[src/rtl/idma_cmd_split.sv]
// Splits one DMA transfer request into engine commands (C1/C2/C3 beats), one status per chunk,
// and returns one aggregated completion. Define IDMA_SPLIT_4K_EN to keep chunks inside 4KB external pages.
module idma_cmd_split #(
    parameter int MAX_BYTES = 256
) (
    input  logic        aclk,
    input  logic        areset,
    input  logic        req_valid,
    output logic        req_ready,
    input  logic        req_dir,
    input  logic [15:0] req_bytes,
    input  logic [15:0] req_int_addr,
    input  logic [63:0] req_ext_addr,
    output logic [31:0] cmd_m_tdata,
    output logic        cmd_m_tvalid,
    output logic        cmd_m_tlast,
    input  logic        cmd_m_tready,
    input  logic [31:0] stat_s_tdata,
    input  logic        stat_s_tvalid,
    output logic        stat_s_tready,
    output logic        done_valid,
    input  logic        done_ready,
    output logic [1:0]  done_err,
    output logic [15:0] done_bytes
);

    localparam logic [2:0] S_IDLE = 3'd0;
    localparam logic [2:0] S_CALC = 3'd1;
    localparam logic [2:0] S_C1   = 3'd2;
    localparam logic [2:0] S_C2   = 3'd3;
    localparam logic [2:0] S_C3   = 3'd4;
    localparam logic [2:0] S_WAIT = 3'd5;
    localparam logic [2:0] S_DONE = 3'd6;

    localparam logic [16:0] MAX17 = 17'(MAX_BYTES);

    logic [2:0]  state, state_nxt;
    logic        dir_q;
    logic [15:0] rem_q;
    logic [15:0] int_q;
    logic [63:0] ext_q;
    logic [11:0] chunk_q;
    logic [1:0]  err_q;
    logic [15:0] acc_q;

    logic [16:0] chunk17;
    logic        req_hs, cmd_hs, stat_hs;
    logic        st_resp_err, st_mismatch, st_err;
    logic [15:0] rem_after;

    assign req_hs  = (state == S_IDLE) && req_valid && req_ready;
    assign cmd_hs  = cmd_m_tvalid && cmd_m_tready;
    assign stat_hs = stat_s_tvalid && stat_s_tready;

    // Chunk sizing is done at 17 bits so the 4KB distance (up to 4096) never truncates.
    always_comb begin
        chunk17 = ({1'b0, rem_q} < MAX17) ? {1'b0, rem_q} : MAX17;
`ifdef IDMA_SPLIT_4K_EN
        if ((17'd4096 - {5'd0, ext_q[11:0]}) < chunk17)
            chunk17 = 17'd4096 - {5'd0, ext_q[11:0]};
`endif
    end

    assign st_resp_err = (stat_s_tdata[30:28] != 3'b000);
    assign st_mismatch = (stat_s_tdata[15:0] != int_q) || (stat_s_tdata[27:16] != chunk_q) ||
                         (stat_s_tdata[31] != dir_q);
    assign st_err      = st_resp_err || st_mismatch;
    assign rem_after   = rem_q - {4'd0, chunk_q};

    always_comb begin
        state_nxt = state;
        case (state)
            S_IDLE: if (req_hs) state_nxt = (req_bytes == 16'd0) ? S_DONE : S_CALC;
            S_CALC: state_nxt = S_C1;
            S_C1:   if (cmd_hs) state_nxt = S_C2;
            S_C2:   if (cmd_hs) state_nxt = S_C3;
            S_C3:   if (cmd_hs) state_nxt = S_WAIT;
            S_WAIT: if (stat_hs) state_nxt = (st_err || rem_after == 16'd0) ? S_DONE : S_CALC;
            S_DONE: if (done_ready) state_nxt = S_IDLE;
            default: state_nxt = S_IDLE;
        endcase
    end

    // req_ready is registered so it stays low for the first cycle after reset.
    always_ff @(posedge aclk) begin
        if (areset) begin
            state     <= S_IDLE;
            req_ready <= 1'b0;
            dir_q     <= 1'b0;
            rem_q     <= '0;
            int_q     <= '0;
            ext_q     <= '0;
            chunk_q   <= '0;
            err_q     <= '0;
            acc_q     <= '0;
        end else begin
            state     <= state_nxt;
            req_ready <= (state_nxt == S_IDLE);
            case (state)
                S_IDLE: if (req_hs) begin
                    dir_q <= req_dir;
                    rem_q <= req_bytes;
                    int_q <= req_int_addr;
                    ext_q <= req_ext_addr;
                    err_q <= '0;
                    acc_q <= '0;
                end
                S_CALC: chunk_q <= chunk17[11:0];
                S_WAIT: if (stat_hs) begin
                    err_q <= err_q | {st_mismatch, st_resp_err};
                    if (!st_err) begin
                        int_q <= int_q + {4'd0, chunk_q};
                        ext_q <= ext_q + {52'd0, chunk_q};
                        rem_q <= rem_after;
                        acc_q <= acc_q + {4'd0, chunk_q};
                    end
                end
                default: ;
            endcase
        end
    end

    always_comb begin
        cmd_m_tdata = '0;
        case (state)
            S_C1:    cmd_m_tdata = {dir_q, 3'b000, chunk_q, int_q};
            S_C2:    cmd_m_tdata = ext_q[31:0];
            S_C3:    cmd_m_tdata = ext_q[63:32];
            default: cmd_m_tdata = '0;
        endcase
    end

    assign cmd_m_tvalid  = (state == S_C1) || (state == S_C2) || (state == S_C3);
    assign cmd_m_tlast   = (state == S_C3);
    assign stat_s_tready = (state == S_WAIT);
    assign done_valid    = (state == S_DONE);
    assign done_err      = err_q;
    assign done_bytes    = acc_q;

endmodule
[config.mk]
export PLATFORM = sky130hd
export DESIGN_NAME = idma_cmd_split
export DESIGN_NICKNAME = d
export VERILOG_FILES = /design/src/rtl/idma_cmd_split.sv
export SDC_FILE = /design/constraint.sdc
export NUM_CORES = 1
export LEC_CHECK = 0
export ABC_AREA = 1
export BUFFER_PORTS_ARGS = -buffer_cell sky130_fd_sc_hd__buf_4
export CAP_MARGIN = 15
export CORE_MARGIN = 4
export CORE_UTILIZATION = 44
export DETAILED_ROUTE_END_ITERATION = 12
export PLACE_DENSITY = 0.8
export SLEW_MARGIN = 20
export SYNTH_ARGS = -nofsm -noshare
export SYNTH_HDL_FRONTEND = slang
export SYNTH_SLANG_ARGS = --single-unit
[constraint.sdc]
create_clock -name aclk -period 2.5 [get_ports aclk]
set_input_delay 0.25 -clock aclk [delete_from_list [all_inputs] [get_ports aclk]]
set_output_delay 0.25 -clock aclk [all_outputs]
set_load 0.005 [all_outputs]
# Word-level counts from Yosys, hierarchy flattened
# Cells that the tools add are included.
# W data, S select, Z words.
dict set report word_totals {
  in_bits 135
  reg_bits 131
  output_inout_bits 55
}
dict set report op_classes {
  n_eq_ne 12
  n_reduce_logical 19
  bitwise 1
  muxes 30
  order_cmp 1
  add_sub_neg 4
}
# op count
set op_table {}
lappend op_table {{$mux W64} 3}
lappend op_table {{$mux W16} 9}
lappend op_table {{$pmux W64 S2} 1}
lappend op_table {{$pmux W16 S2} 3}
lappend op_table {{$pmux W32 S3} 1}
lappend op_table {{$add A64 B12 Y64} 1}
lappend op_table {{$add A16 B12 Y16} 2}
lappend op_table {{$logic_not A16 Y1} 2}
lappend op_table {{$mux W3} 8}
lappend op_table {{$pmux W3 S7} 1}
lappend op_table {{$lt A16 B9 Y1 const B} 1}
lappend op_table {{$ne A16 B16 Y1} 1}
lappend op_table {{$sub A16 B12 Y16} 1}
lappend op_table {{$mux W12} 1}
lappend op_table {{$ne A12 B12 Y1} 1}
lappend op_table {{$eq A3 B3 Y1 const B} 3}
lappend op_table {{$eq A3 B2 Y1 const B} 2}
lappend op_table {{$logic_not A3 Y1} 2}
lappend op_table {{$logic_or A1 B1 Y1} 6}
lappend op_table {{$logic_and A1 B1 Y1} 4}
lappend op_table {{$mux W2} 2}
lappend op_table {{$ne A2 B2 Y1 const B} 2}
lappend op_table {{$pmux W2 S2} 1}
lappend op_table {{$reduce_and A4 Y1} 1}
lappend op_table {{8 further kinds} 8}

# Depth between registers and ports, before layout
dict set report depth {
  ltp_word 9
  mapped_depth 20
}

# Least setup slack after synthesis
# Ideal clock, no wire load.
dict set report synth_path {
  path_kind {flip-flop to flip-flop}
  startpoint {reg chunk_q[1]}
  endpoint {reg ext_q[50]}
  path_slack_ns 0.058
  arrival_time_ns 2.323
  n_path_buf 0
  path_stages_with_launch 14
  path_cell_list {dfxtp_1 inv_1 fa_1 inv_1 nand3_1 nand2_1 a21oi_1 o21ai_2 nand3_1 nor2_1 nand2_1 xor2_1 nand2_1 a21oi_1}
}
dict set report synth_between {
  elab_chain_cells 6
  elab_cells_between_ends 10
  classes_between {1 x add/sub; 2 x eq/ne; 3 x mux; 4 x reduce/logical}
}
# item line
set synth_lines {}
lappend synth_lines {{start, declared} 42} ;# logic [11:0] chunk_q;
lappend synth_lines {{start signal, assigned} 108} ;# S_CALC: chunk_q <= chunk17[11:0];
lappend synth_lines {{parallel branches: the longest is 6 deep, another holds $add A64 B12 Y64} --}
lappend synth_lines {{end signal, assigned} 104} ;# ext_q <= req_ext_addr;
lappend synth_lines {{end signal, assigned} 113} ;# ext_q <= ext_q + {52'd0, chunk_q};
lappend synth_lines {{end, declared} 41} ;# logic [63:0] ext_q;
# Several ways; the timed one is not identified. The select of a mux whose other input is x is not followed.
# A chain may end at the register's enable or synchronous reset.

# Worst setup path after layout
dict set report layout_path {
  startpoint {reg rem_q[0]}
  endpoint {reg req_ready}
}
dict set report layout_between {
  elab_chain_cells 7
}
# item line
set layout_lines {}
lappend layout_lines {{start, declared} 39} ;# logic [15:0] rem_q;
lappend layout_lines {{start signal, assigned} 102} ;# rem_q <= req_bytes;
lappend layout_lines {{start signal, assigned} 114} ;# rem_q <= rem_after;
lappend layout_lines {{$sub A16 B12 Y16} 68} ;# assign rem_after = rem_q - {4'd0, chunk_q};
lappend layout_lines {{$logic_not A16 Y1} 78} ;# S_WAIT: if (stat_hs) state_nxt = (st_err || rem_after == 16'd0) ? S_DONE : S_CALC;
lappend layout_lines {{$logic_or A1 B1 Y1} 78}
lappend layout_lines {{$mux W3 (2 in a row)} 78}
lappend layout_lines {{$pmux W3 S7} 72} ;# case (state)
lappend layout_lines {{$logic_not A3 Y1} 98} ;# req_ready <= (state_nxt == S_IDLE);
lappend layout_lines {{end signal, assigned} 98}
lappend layout_lines {{end, declared} 9} ;# output logic req_ready,
# Every way passes these cells.

==> flow_summary.ini <==
[floorplanning]
die_w_um = 166
core_mm2 = 0.0245
initial_core_util_pct = 45.0
placementRows = 57
pin_count = 190
die_h_um = 166
fp.dieArea_mm2 = 0.0276

[yosys]
yosysTopAreaCellShare_pct = 23.8
synth_top_flop_cell = dfxtp_1
yosys_warnings = 0
synth-seq-area-share_pct = 23.8
yosys.area.top_type = dfxtp_1
postSynthCellCount = 1819
synth_seq_cells = 131
syn_nets = 2006
synthTopCellsByArea = dfxtp_1, nand2_1, inv_1
synth.distinct_cells = 49
synth.avg_cell_area_um2 = 6.06
syn_area_mm2 = 0.0110
synth_edf_count = 0
async_flop_share_pct = 0

[placement]
gp_congestion = 1.11
port_buffers = 189
place_hpwl_um = 37900
dpl.cell_count = 2370

[worst_hold_path]
hold_path.class = primary input to flip-flop
min_from = req_dir
holdPathEnd = dir_q
whs_path_depth = 3

[worst_setup_path]
r2r-start = rem_q[0]
reg2reg_depth = 15
critPathLaunchType = flip-flop
crit_top_cell = nor2_1
critPathSlowestCell = fa_2
timing.critical_path.buf_inv = 1
critPathRequiredTime_ps = 2860
crit_family = simple AND/OR/NAND/NOR gates
worst-path-stages = 15
worstPathArrival_ps = 2850
worstSetupPathType = flip-flop to flip-flop
crit_path_end_kind = flip-flop
crit_chain = inv_1 -> ha_2 -> fa_2 -> nand2_1 -> nor2_1 -> nand3_1 -> nor2_1 -> nand4_1 -> nor2_1 -> nand2_1 -> nand2_2 -> nand2_1 -> nand2_2 -> nand3_1 -> nor2_1
max_stage_delay_ps = 530
worst-path-max-fanout = 3
rrSetupSlack_ps = 10
r2r-end = req_ready

[layout]
syn2layout_area_growth_pct = 30.0
n_antenna_cell = 0
layout_common_cells = nand2_1, buf_4, inv_1
final_common_cell = nand2_1
fin_nets = 2258
post_layout_nonfiller_instances = 2408
final_layout_size_suffix_gt1_share_pct = 20.2

[run_status]
status = complete, no violations

[global_route]
grt_use_total_pct = 33.3
antenna_found_initial = 0
grt_remaining_overflow = 0
grt_pass1_vias = 12800
grt_max_degree = 75
grt_pass1_wl_um = 73400

[power]
power_w = 0.00742
vdd_drop_max_mv = 0.414
leakage_nw = 6.46
power.density_mw_per_mm2 = 518

[detailed_routing]
via_per_inst = 5.80
drt_iter0_markers = 1867
num_vias = 14000
drc_errors = 0
wl_um = 49400
dr_wl_met3_um = 5020
firstDrtPassIters = 7
post_drt_wl_per_cell_um = 20.5
highest_layer = met4
met2_wirelength_um = 21700
drt-met1-wl_um = 20000
drtAntennaViolNets = 0

[clock_network]
cts_buffers = 17
cts.sinks = 131
htreeDepth = 4
cts_tree = yes
clk_path_buf_depth = 2
root_buffer = clkbuf_16
worstSkewPairLatency_ps = 430
hold_buffers = 0
cts.clk_slew.worst_paths_ps = 60

[sta]
finalSetupTns_ps = 0
rsz0062_at_grt = true
hold_viol_final = 0
max_slew_margin_pct = 53.8
period_share_pct = 99.4
setup_viol = 0
fin_crit_ps = 2490
hold_ws_ps = 86.0
fmax_ghz = 0.402
final_max_slew_viol_count = 0
tightest_slew_ps = 687
clock_skew_ps = 11.6

[run]
maxCapViolCount = 0
-- report_power, final --
part           total [W]  switching [W]  leakage (nW)  internal (W)
Sequential       0.00259       0.000294          1.08       0.00230
Combinational    0.00229        0.00139          5.10      0.000903
Clock            0.00254        0.00109         0.282       0.00145
Total            0.00742        0.00277          6.46       0.00465
-- sequential cells by signal, indices dropped and copies added (netlist names) --
| signal | count |
|---|---|
| chunk_q | 12 |
| req_ready | 1 |
| state | 3 |
| done_err | 2 |
| ext_q | 64 |
| int_q | 16 |
| rem_q | 16 |
| dir_q | 1 |
| done_bytes | 16 |
-- routing by layer --
metal  up-vias  GRT usage (%)
met1      6406           45.0
met2       882           52.3
li1       6514              -
met4         0           13.4
met3       171           6.86
met5         -              0
-- worst max path at each step --
stage / endpoint / slack [ps] / startpoint
floorplan: ext_q[50] / 60 / chunk_q[1]
global placement: int_q[10] / 60 / int_q[0]
detailed placement: ext_q[32] / 10 / chunk_q[2]
CTS: ext_q[24] / 9 / chunk_q[2]
global route: req_ready / -140 / rem_q[0]
finish: req_ready / 10 / rem_q[0]
-- cells in the mapped netlist, drive strengths merged (5+ instances only) --
library cell,n
o21bai,5
buf,26
a21o,5
o211ai,8
nor4,11
xor2,52
nand4,41
nor3,36
inv,203
clkbuf,39
o221ai,20
dfxtp,131
a21oi,140
mux2i,5
xnor2,25
nand3b,9
nand2,513
o21ai,177
ha,48
nor2,166
nand3,112
or2,15
-- area by class of cell --
| cell class | count | area (µm²) |
|---|---|---|
| clock buffer | 20 | 467 |
| sequential | 131 | 2650 |
| inverter | 207 | 781 |
| tap | 324 | 405 |
| fill | 2355 | 10100 |
| timing repair buffer | 298 | 2330 |
| multi-input combinational | 1416 | 7580 |
| clock inverter | 12 | 105 |
-- worst register-to-register path, stage by stage, from the launching register on --
cell,delay [ps]
dfxtp_1,410
inv_1,80
ha_2,200
fa_2,530
nand2_1,60
nor2_1,130
nand3_1,90
nor2_1,150
nand4_1,120
nor2_1,130
nand2_1,100
nand2_2,80
nand2_1,70
nand2_2,70
nand3_1,80
nor2_1,110
-- kinds of logic (layout without fill, tap and decap cells) --
kind of cell,Yosys count,in the layout,synth area share [%]
AO/OA/AOI/OAI,372,372,18.4
XOR/XNOR,77,77,6.12
adder cells (fa/ha/maj),52,52,6.18
buffers and inverters,272,537,9.92
flip-flops,131,131,23.8
multiplexers,6,6,0.557
AND/OR/NAND/NOR,909,909,35.0
-- per-stage QoR --
step | utilization (%) | worst slack (ps) | instance area, µm²
final | 58.5 | 13.9 | 14300
after CTS | 57.0 | 9.09 | 13900
after detailed placement | 54.6 | 13.4 | 13400
after global placement | 54.6 | 64.1 | 13400
after floorplan | - | 58.1 | 11000
after global routing | 58.5 | -143 | 14300
-- repair_timing --
item                       4_1_cts  5_1_grt
buffers inserted                 0        5
resized for setup                0       83
setup endpoints to repair        0      105
(Power assumes the default switching activity.)
